===== config.mk =====
export PLATFORM = sky130hd
export DESIGN_NAME = countdown_timer_ctrl
export DESIGN_NICKNAME = d
export VERILOG_FILES = /design/src/rtl/countdown_timer_ctrl.sv
export SDC_FILE = /design/constraint.sdc
export NUM_CORES = 1
export LEC_CHECK = 0
export ABC_AREA = 1
export BUFFER_PORTS_ARGS = -buffer_cell sky130_fd_sc_hd__buf_2
export CORE_MARGIN = 3
export CORE_UTILIZATION = 55
export DETAILED_ROUTE_END_ITERATION = 10
export GPL_TIMING_DRIVEN = 0
export PLACE_DENSITY = 0.79
export SLEW_MARGIN = 20
export SYNTH_ARGS = -nofsm -noshare
export SYNTH_HDL_FRONTEND = slang
export SYNTH_SLANG_ARGS = --single-unit

===== constraint.sdc =====
create_clock -name clk -period 2 [get_ports clk]
set_input_delay 0.6 -clock clk [delete_from_list [all_inputs] [get_ports clk]]
set_output_delay 0.6 -clock clk [all_outputs]
set_load 0.005 [all_outputs]

===== src/rtl/countdown_timer_ctrl.sv =====
// mm:ss BCD countdown timer controller: switch capture with BCD clamping, one-second tick
// divider, borrow-chained decrement and alarm LED flashing. Optional macro: AUTO_RELOAD_EN.
module countdown_timer_ctrl #(
  parameter int MIN_DIGITS = 2,
  parameter int TICK_DIV   = 50000000,
  parameter int FLASH_DIV  = 12500000,
  parameter int NUM_LEDS   = 10
) (
  input  logic                    clk,
  input  logic                    reset,
  input  logic                    set_p,
  input  logic                    start_p,
  input  logic [4*MIN_DIGITS-1:0] sw_val,
  output logic [4*MIN_DIGITS-1:0] disp_min,
  output logic [7:0]              disp_sec,
  output logic [NUM_LEDS-1:0]     led,
  output logic [2:0]              state,
  output logic                    done
);

  // state   | meaning
  // SET_SEC | switches show and set seconds
  // SET_MIN | switches show and set minutes
  // PAUSED  | time held, waiting for start
  // RUN     | counting down once per tick
  // ALARM   | reached 00:00, LEDs flashing

  localparam int MW = 4 * MIN_DIGITS;
  localparam int TW = $clog2(TICK_DIV);
  localparam int FW = (FLASH_DIV > 1) ? $clog2(FLASH_DIV) : 1;
  localparam logic [TW-1:0] TICK_LAST  = TW'(TICK_DIV - 1);
  localparam logic [FW-1:0] FLASH_LAST = FW'(FLASH_DIV - 1);

  typedef enum logic [2:0] {
    SET_SEC = 3'd0,
    SET_MIN = 3'd1,
    PAUSED  = 3'd2,
    RUN     = 3'd3,
    ALARM   = 3'd4
  } state_t;

  state_t        cur_state;
  logic [MW-1:0] min_reg;
  logic [7:0]    sec_reg;
  logic [TW-1:0] tick_cnt;
  logic [FW-1:0] flash_cnt;
`ifdef AUTO_RELOAD_EN
  logic [MW-1:0] min_saved;
  logic [7:0]    sec_saved;
`endif

  logic [7:0]    sec_sw;
  logic [MW-1:0] min_sw;
  logic [7:0]    sec_dec;
  logic [MW-1:0] min_dec;
  logic          min_borrow;
  logic          chain;
  logic          time_zero;
  logic          dec_zero;

  always_comb begin
    sec_sw[7:4] = (sw_val[7:4] > 4'd5) ? 4'd5 : sw_val[7:4];
    sec_sw[3:0] = (sw_val[3:0] > 4'd9) ? 4'd9 : sw_val[3:0];
    min_sw = sw_val;
    for (int i = 0; i < MIN_DIGITS; i++) begin
      if (sw_val[4*i +: 4] > 4'd9) min_sw[4*i +: 4] = 4'd9;
    end
  end

  // seconds borrow out of 00 wraps to 59 and feeds the minute chain
  always_comb begin
    sec_dec    = sec_reg;
    min_borrow = 1'b0;
    if (sec_reg[3:0] != 4'd0) begin
      sec_dec[3:0] = sec_reg[3:0] - 4'd1;
    end else if (sec_reg[7:4] != 4'd0) begin
      sec_dec[3:0] = 4'd9;
      sec_dec[7:4] = sec_reg[7:4] - 4'd1;
    end else begin
      sec_dec    = 8'h59;
      min_borrow = 1'b1;
    end
  end

  always_comb begin
    min_dec = min_reg;
    chain   = min_borrow;
    for (int i = 0; i < MIN_DIGITS; i++) begin
      if (chain) begin
        if (min_reg[4*i +: 4] == 4'd0) begin
          min_dec[4*i +: 4] = 4'd9;
        end else begin
          min_dec[4*i +: 4] = min_reg[4*i +: 4] - 4'd1;
          chain = 1'b0;
        end
      end
    end
  end

  assign time_zero = (sec_reg == 8'd0) && (min_reg == '0);
  assign dec_zero  = (sec_dec == 8'd0) && (min_dec == '0);

  always_comb begin
    disp_sec = sec_reg;
    disp_min = min_reg;
    case (cur_state)
      SET_SEC: disp_sec = sec_sw;
      SET_MIN: disp_min = min_sw;
      default: ;
    endcase
  end

  assign state = cur_state;

  always_ff @(posedge clk) begin
    if (reset) begin
      cur_state <= SET_SEC;
      min_reg   <= '0;
      sec_reg   <= '0;
      tick_cnt  <= '0;
      flash_cnt <= '0;
      led       <= '0;
      done      <= 1'b0;
`ifdef AUTO_RELOAD_EN
      min_saved <= '0;
      sec_saved <= '0;
`endif
    end else begin
      done <= 1'b0;
      case (cur_state)
        SET_SEC: begin
          if (set_p) begin
            sec_reg   <= sec_sw;
`ifdef AUTO_RELOAD_EN
            sec_saved <= sec_sw;
`endif
            cur_state <= SET_MIN;
          end
        end
        SET_MIN: begin
          if (set_p) begin
            min_reg   <= min_sw;
`ifdef AUTO_RELOAD_EN
            min_saved <= min_sw;
`endif
            cur_state <= PAUSED;
          end
        end
        PAUSED: begin
          if (set_p) begin
            cur_state <= SET_SEC;
          end else if (start_p && !time_zero) begin
            cur_state <= RUN;
            tick_cnt  <= '0;
          end
        end
        RUN: begin
          if (set_p) begin
            cur_state <= SET_SEC;
            tick_cnt  <= '0;
          end else if (start_p) begin
            cur_state <= PAUSED;
            tick_cnt  <= '0;
          end else if (tick_cnt == TICK_LAST) begin
            tick_cnt <= '0;
            if (dec_zero) begin
              done <= 1'b1;
`ifdef AUTO_RELOAD_EN
              sec_reg <= sec_saved;
              min_reg <= min_saved;
`else
              sec_reg   <= sec_dec;
              min_reg   <= min_dec;
              cur_state <= ALARM;
              flash_cnt <= '0;
              led       <= '0;
`endif
            end else begin
              sec_reg <= sec_dec;
              min_reg <= min_dec;
            end
          end else begin
            tick_cnt <= tick_cnt + 1'b1;
          end
        end
        ALARM: begin
          if (set_p || start_p) begin
            cur_state <= SET_SEC;
            led       <= '0;
            flash_cnt <= '0;
          end else if (flash_cnt == FLASH_LAST) begin
            flash_cnt <= '0;
            led       <= ~led;
          end else begin
            flash_cnt <= flash_cnt + 1'b1;
          end
        end
        default: cur_state <= SET_SEC;
      endcase
    end
  end

endmodule

==> qor.csv <==
stage,metric,value,unit
outcome,outcome,finished with violations,
outcome,violations,negative setup slack,
floorplanning,die_area,0.01102,mm2
synthesis,ys_async_sr_fraction,0,
finish,stdcell_area,0.007004,mm2
hold_path,holdCritPathClass,reg2reg,
clocking,hold_buffers,0,
power,p_sw_frac,0.4425,
worst_setup_path,cp_top_family,buffers and inverters,
floorplanning,die_h,105.0,um
clocking,path_clk_slew,0.10,ns
synthesis,synth_ff_type,dfxtp_1,
drt,wl_per_cell,15.41,um
worst_setup_path,critical_path_required,1.40,ns
placed_design,port_buffers,40,
floorplanning,rows,35,
finish,regMostFlops,tick_cnt,
worst_setup_path,crit_arrival,1.67,ns
drt,drt-initial-drc-count,605,
power,ir_drop,1079,uV
synthesis,ys_seq_elements,80,
clocking,clk_latency,0.37,ns
drt,drc,0,
power,leakage,2.837,nW
worst_setup_path,criticalPathCategory,reg2out,
global_routing,overflow,0,
global_routing,grt_pass1_vias,5458,
power,switchingPower,3.460,mW
finish,area_delta_synth_final,29.97,%
finish,nets,989,
worst_setup_path,slowest_delay,0.38,ns
worst_setup_path,r2r_start,sec_reg[3],
global_routing,grt_antenna_before_repair,0,
timing,rsz0062_at_grt,true,
global_routing,grt_pass1_wl,25410,um
synthesis,syn-mean-instance-area,6.216,um2
synthesis,seq_area_frac_synth,0.2972,
hold_path,worstHoldStart,tick_cnt[13],
worst_setup_path,end_kind,output pin,
timing,fin_ws,-0.2717,ns
finish,n_fill_cell,669,
power,pwr-share-comb,0.564,
drt,drt-total-wl,17090,um
synthesis,synthTopCellsByArea,"dfxtp_1 30%, nand2_1 14%, inv_1 7.9%",
worst_setup_path,crit_path_start,state[0],
clocking,clock-root-buffer,clkbuf_8,
placed_design,dpl_cell_area,0.005751,mm2
finish,largestRegisters,"tick_cnt (26), flash_cnt (24), led (10)",
floorplanning,die_w,105.0,um
drt,via_count,6345,
floorplanning,start_util,0.5750,
floorplanning,boundaryPins,42,
clocking,htree_levels,3,
timing,layout_min_cycle_time,2.272,ns
global_routing,grtUsageTotal,0.2746,
timing,hold_viol_final,0,
synthesis,synthCells,867,
finish,diodes,0,
timing,finalClockSkew,0.01405,ns
drt,antenna_left,0,
finish,fin_util,0.7474,
worst_setup_path,worstPathMaxFanout,3,
synthesis,synth_edf_count,0,
worst_setup_path,crit_chain,nor2_4 > inv_2 > nor2_4 > buf_12 > buf_6 > nand2_2 > o21ai_1 > buf_2,
timing,worst_pin_slew,0.7643,ns
clocking,clockBufferDepth,2,
synthesis,synth_area_leader_cell,dfxtp_1,
synthesis,synth_top_cell_area_share,0.2972,
finish,largest_reg_flops,26,
placed_design,hpwl,10070,um
timing,drv_slew,0,
power,seq_power_share,0.265,
power,powerDensity,1116,mW/mm2
floorplanning,core_area,0.009371,mm2
drt,dr.pass1.iters,7,
clocking,cts_tree,yes,
worst_setup_path,cp_common_cell,nor2_4,
clocking,cts_buffers,9,
worst_setup_path,startpoint_type,flip-flop,
timing,fmax,440.2,MHz
worst_setup_path,crit_buf_inv,4,
synthesis,ys_warn_count,0,
synthesis,syn-cell-area,0.005389,mm2
placed_design,routabilityCongestion,0.9027,
worst_setup_path,crit_slowest_cell,dfxtp_4,
finish,drive_gt1_frac,0.3265,
synthesis,synth.distinct_cells,40,
synthesis,syn_nets,881,
timing,finalCritPeriodShare,1.136,
timing,relSlewSlack,0.4905,
power,internal-power,4.358,mW
flow_run,maxCapViolCount,0,
clocking,cts.sinks,80,
timing,setup_viol,55,
drt,vias_per_cell,5.721,
power,p_clk_frac,0.171,
global_routing,grt_max_degree,16,
Yosys cell counts (5+ instances only):
| master | n |
|---|---|
| nor3_1 | 26 |
| o211ai_1 | 6 |
| inv_2 | 5 |
| nand4_1 | 26 |
| a21oi_2 | 21 |
| a21oi_1 | 40 |
| clkbuf_1 | 14 |
| nor4_1 | 10 |
| o21ai_1 | 6 |
| xor2_1 | 9 |
| nor2_1 | 113 |
| nand3_1 | 61 |
| nand3b_1 | 5 |
| or2_2 | 8 |
| buf_6 | 5 |
| dfxtp_1 | 80 |
| nand2_1 | 195 |
| nor2_2 | 5 |
| o21ai_0 | 53 |
| nand2_2 | 28 |
| inv_1 | 114 |
final timing paths:
kind                   to  slack (ns)  cells past startpoint
max reg2reg    sec_reg[6]       -0.16                     16
min reg2reg  tick_cnt[13]        0.51                      2
max           disp_sec[4]       -0.27                      8
min          tick_cnt[13]        0.51                      2
cell type report:
| class | instances | area [um2] | share of cell area |
|---|---|---|---|
| Sequential cell | 80 | 1663 | 0.2374 |
| Clock buffer | 10 | 137.6 | 0.01965 |
| Tap cell | 129 | 161.4 | 0.02304 |
| Buffer | 26 | 205.2 | 0.02930 |
| Multi-Input combinational cell | 640 | 3558 | 0.5080 |
| Inverter | 122 | 464.2 | 0.06627 |
| Timing Repair Buffer | 96 | 739.5 | 0.1056 |
| Clock inverter | 6 | 75.07 | 0.01072 |
power by group through the flow:
stage | sequential (mW) | clock (mW) | combinational (mW)
6_report | 2.07 | 1.34 | 4.41
3_3_place_gp | 2.00 | 0 | 2.58
5_1_grt | 2.08 | 1.40 | 4.77
2_1_floorplan | 1.97 | 0 | 1.94
4_1_cts | 2.01 | 1.33 | 3.55
3_5_place_dp | 2.01 | 0 | 2.58
logic make-up (layout without fill, tap and decap cells):
family | after synthesis | after routing | share of synthesized area
AOI/OAI and AO/OA | 135 | 135 | 0.1465
and+or+nand+nor | 492 | 493 | 0.4235
DFF | 80 | 80 | 0.2972
buffers and inverters | 148 | 260 | 0.1119
adders and majority gates | 2 | 2 | 0.004643
xor gates and xnor gates | 10 | 10 | 0.01625
placed cells by master, fill, tap and decap left out, types with 9 or more instances in the layout:
cell,netlist,routed
clkbuf_1,14,9
a21oi_1,40,35
nand3_1,61,57
nand2_1,195,170
o21ai_0,53,29
nor4_1,10,9
nand2_2,28,48
inv_1,114,105
inv_2,5,13
nand4_1,26,26
nor2_4,3,11
buf_6,5,11
nor3_1,26,22
buf_4,1,42
buf_2,4,44
clkbuf_8,0,10
nor2_2,5,16
dfxtp_4,0,10
dfxtp_2,0,19
o21ai_1,6,21
a21oi_2,21,24
nor2_1,113,94
dfxtp_1,80,51
what timing repair did:
item	in CTS	in global routing
buffers inserted	40	11
endpoints found under the setup margin	75	94
gates resized for setup	101	105
pin swaps	35	25
cloned	2	4
metrics by stage:
step / hold WS, ns / total power [mW] / worst slack, ns / setup TNS (ns) / std cells
2_1_floorplan: 0.4522 / 3.908 / 0.1168 / 0 / 867
3_3_place_gp: 0.4699 / 4.583 / -0.3310 / -11.98 / 1036
3_5_place_dp: 0.4784 / 4.590 / -0.3327 / -13.01 / 1036
4_1_cts: 0.4934 / 6.883 / -0.1203 / -1.758 / 1094
5_1_grt: 0.5184 / 8.252 / -0.3171 / -11.19 / 1109
6_report: 0.5074 / 7.818 / -0.2717 / -5.094 / 1109
worst register-to-register path, cell delays in order (launching register included):
cell	delay, ns
dfxtp_4	0.39
nor2_4	0.05
buf_4	0.13
buf_6	0.11
nand3_2	0.06
nand2_2	0.07
buf_4	0.13
buf_4	0.12
buf_4	0.12
buf_4	0.12
buf_4	0.12
buf_4	0.12
buf_4	0.12
buf_4	0.12
a21oi_2	0.10
o21ai_1	0.06
a21oi_1	0.14
metal layers:
metal  GRT usage  share of wire  vias up
met5           0              0        -
met4      0.1097          0.046        0
met3     0.04509          0.086       90
met2      0.4303           0.46      377
met1      0.3762           0.41     2837
li1            -              -     3041
Power figures use the tool's default switching activity.
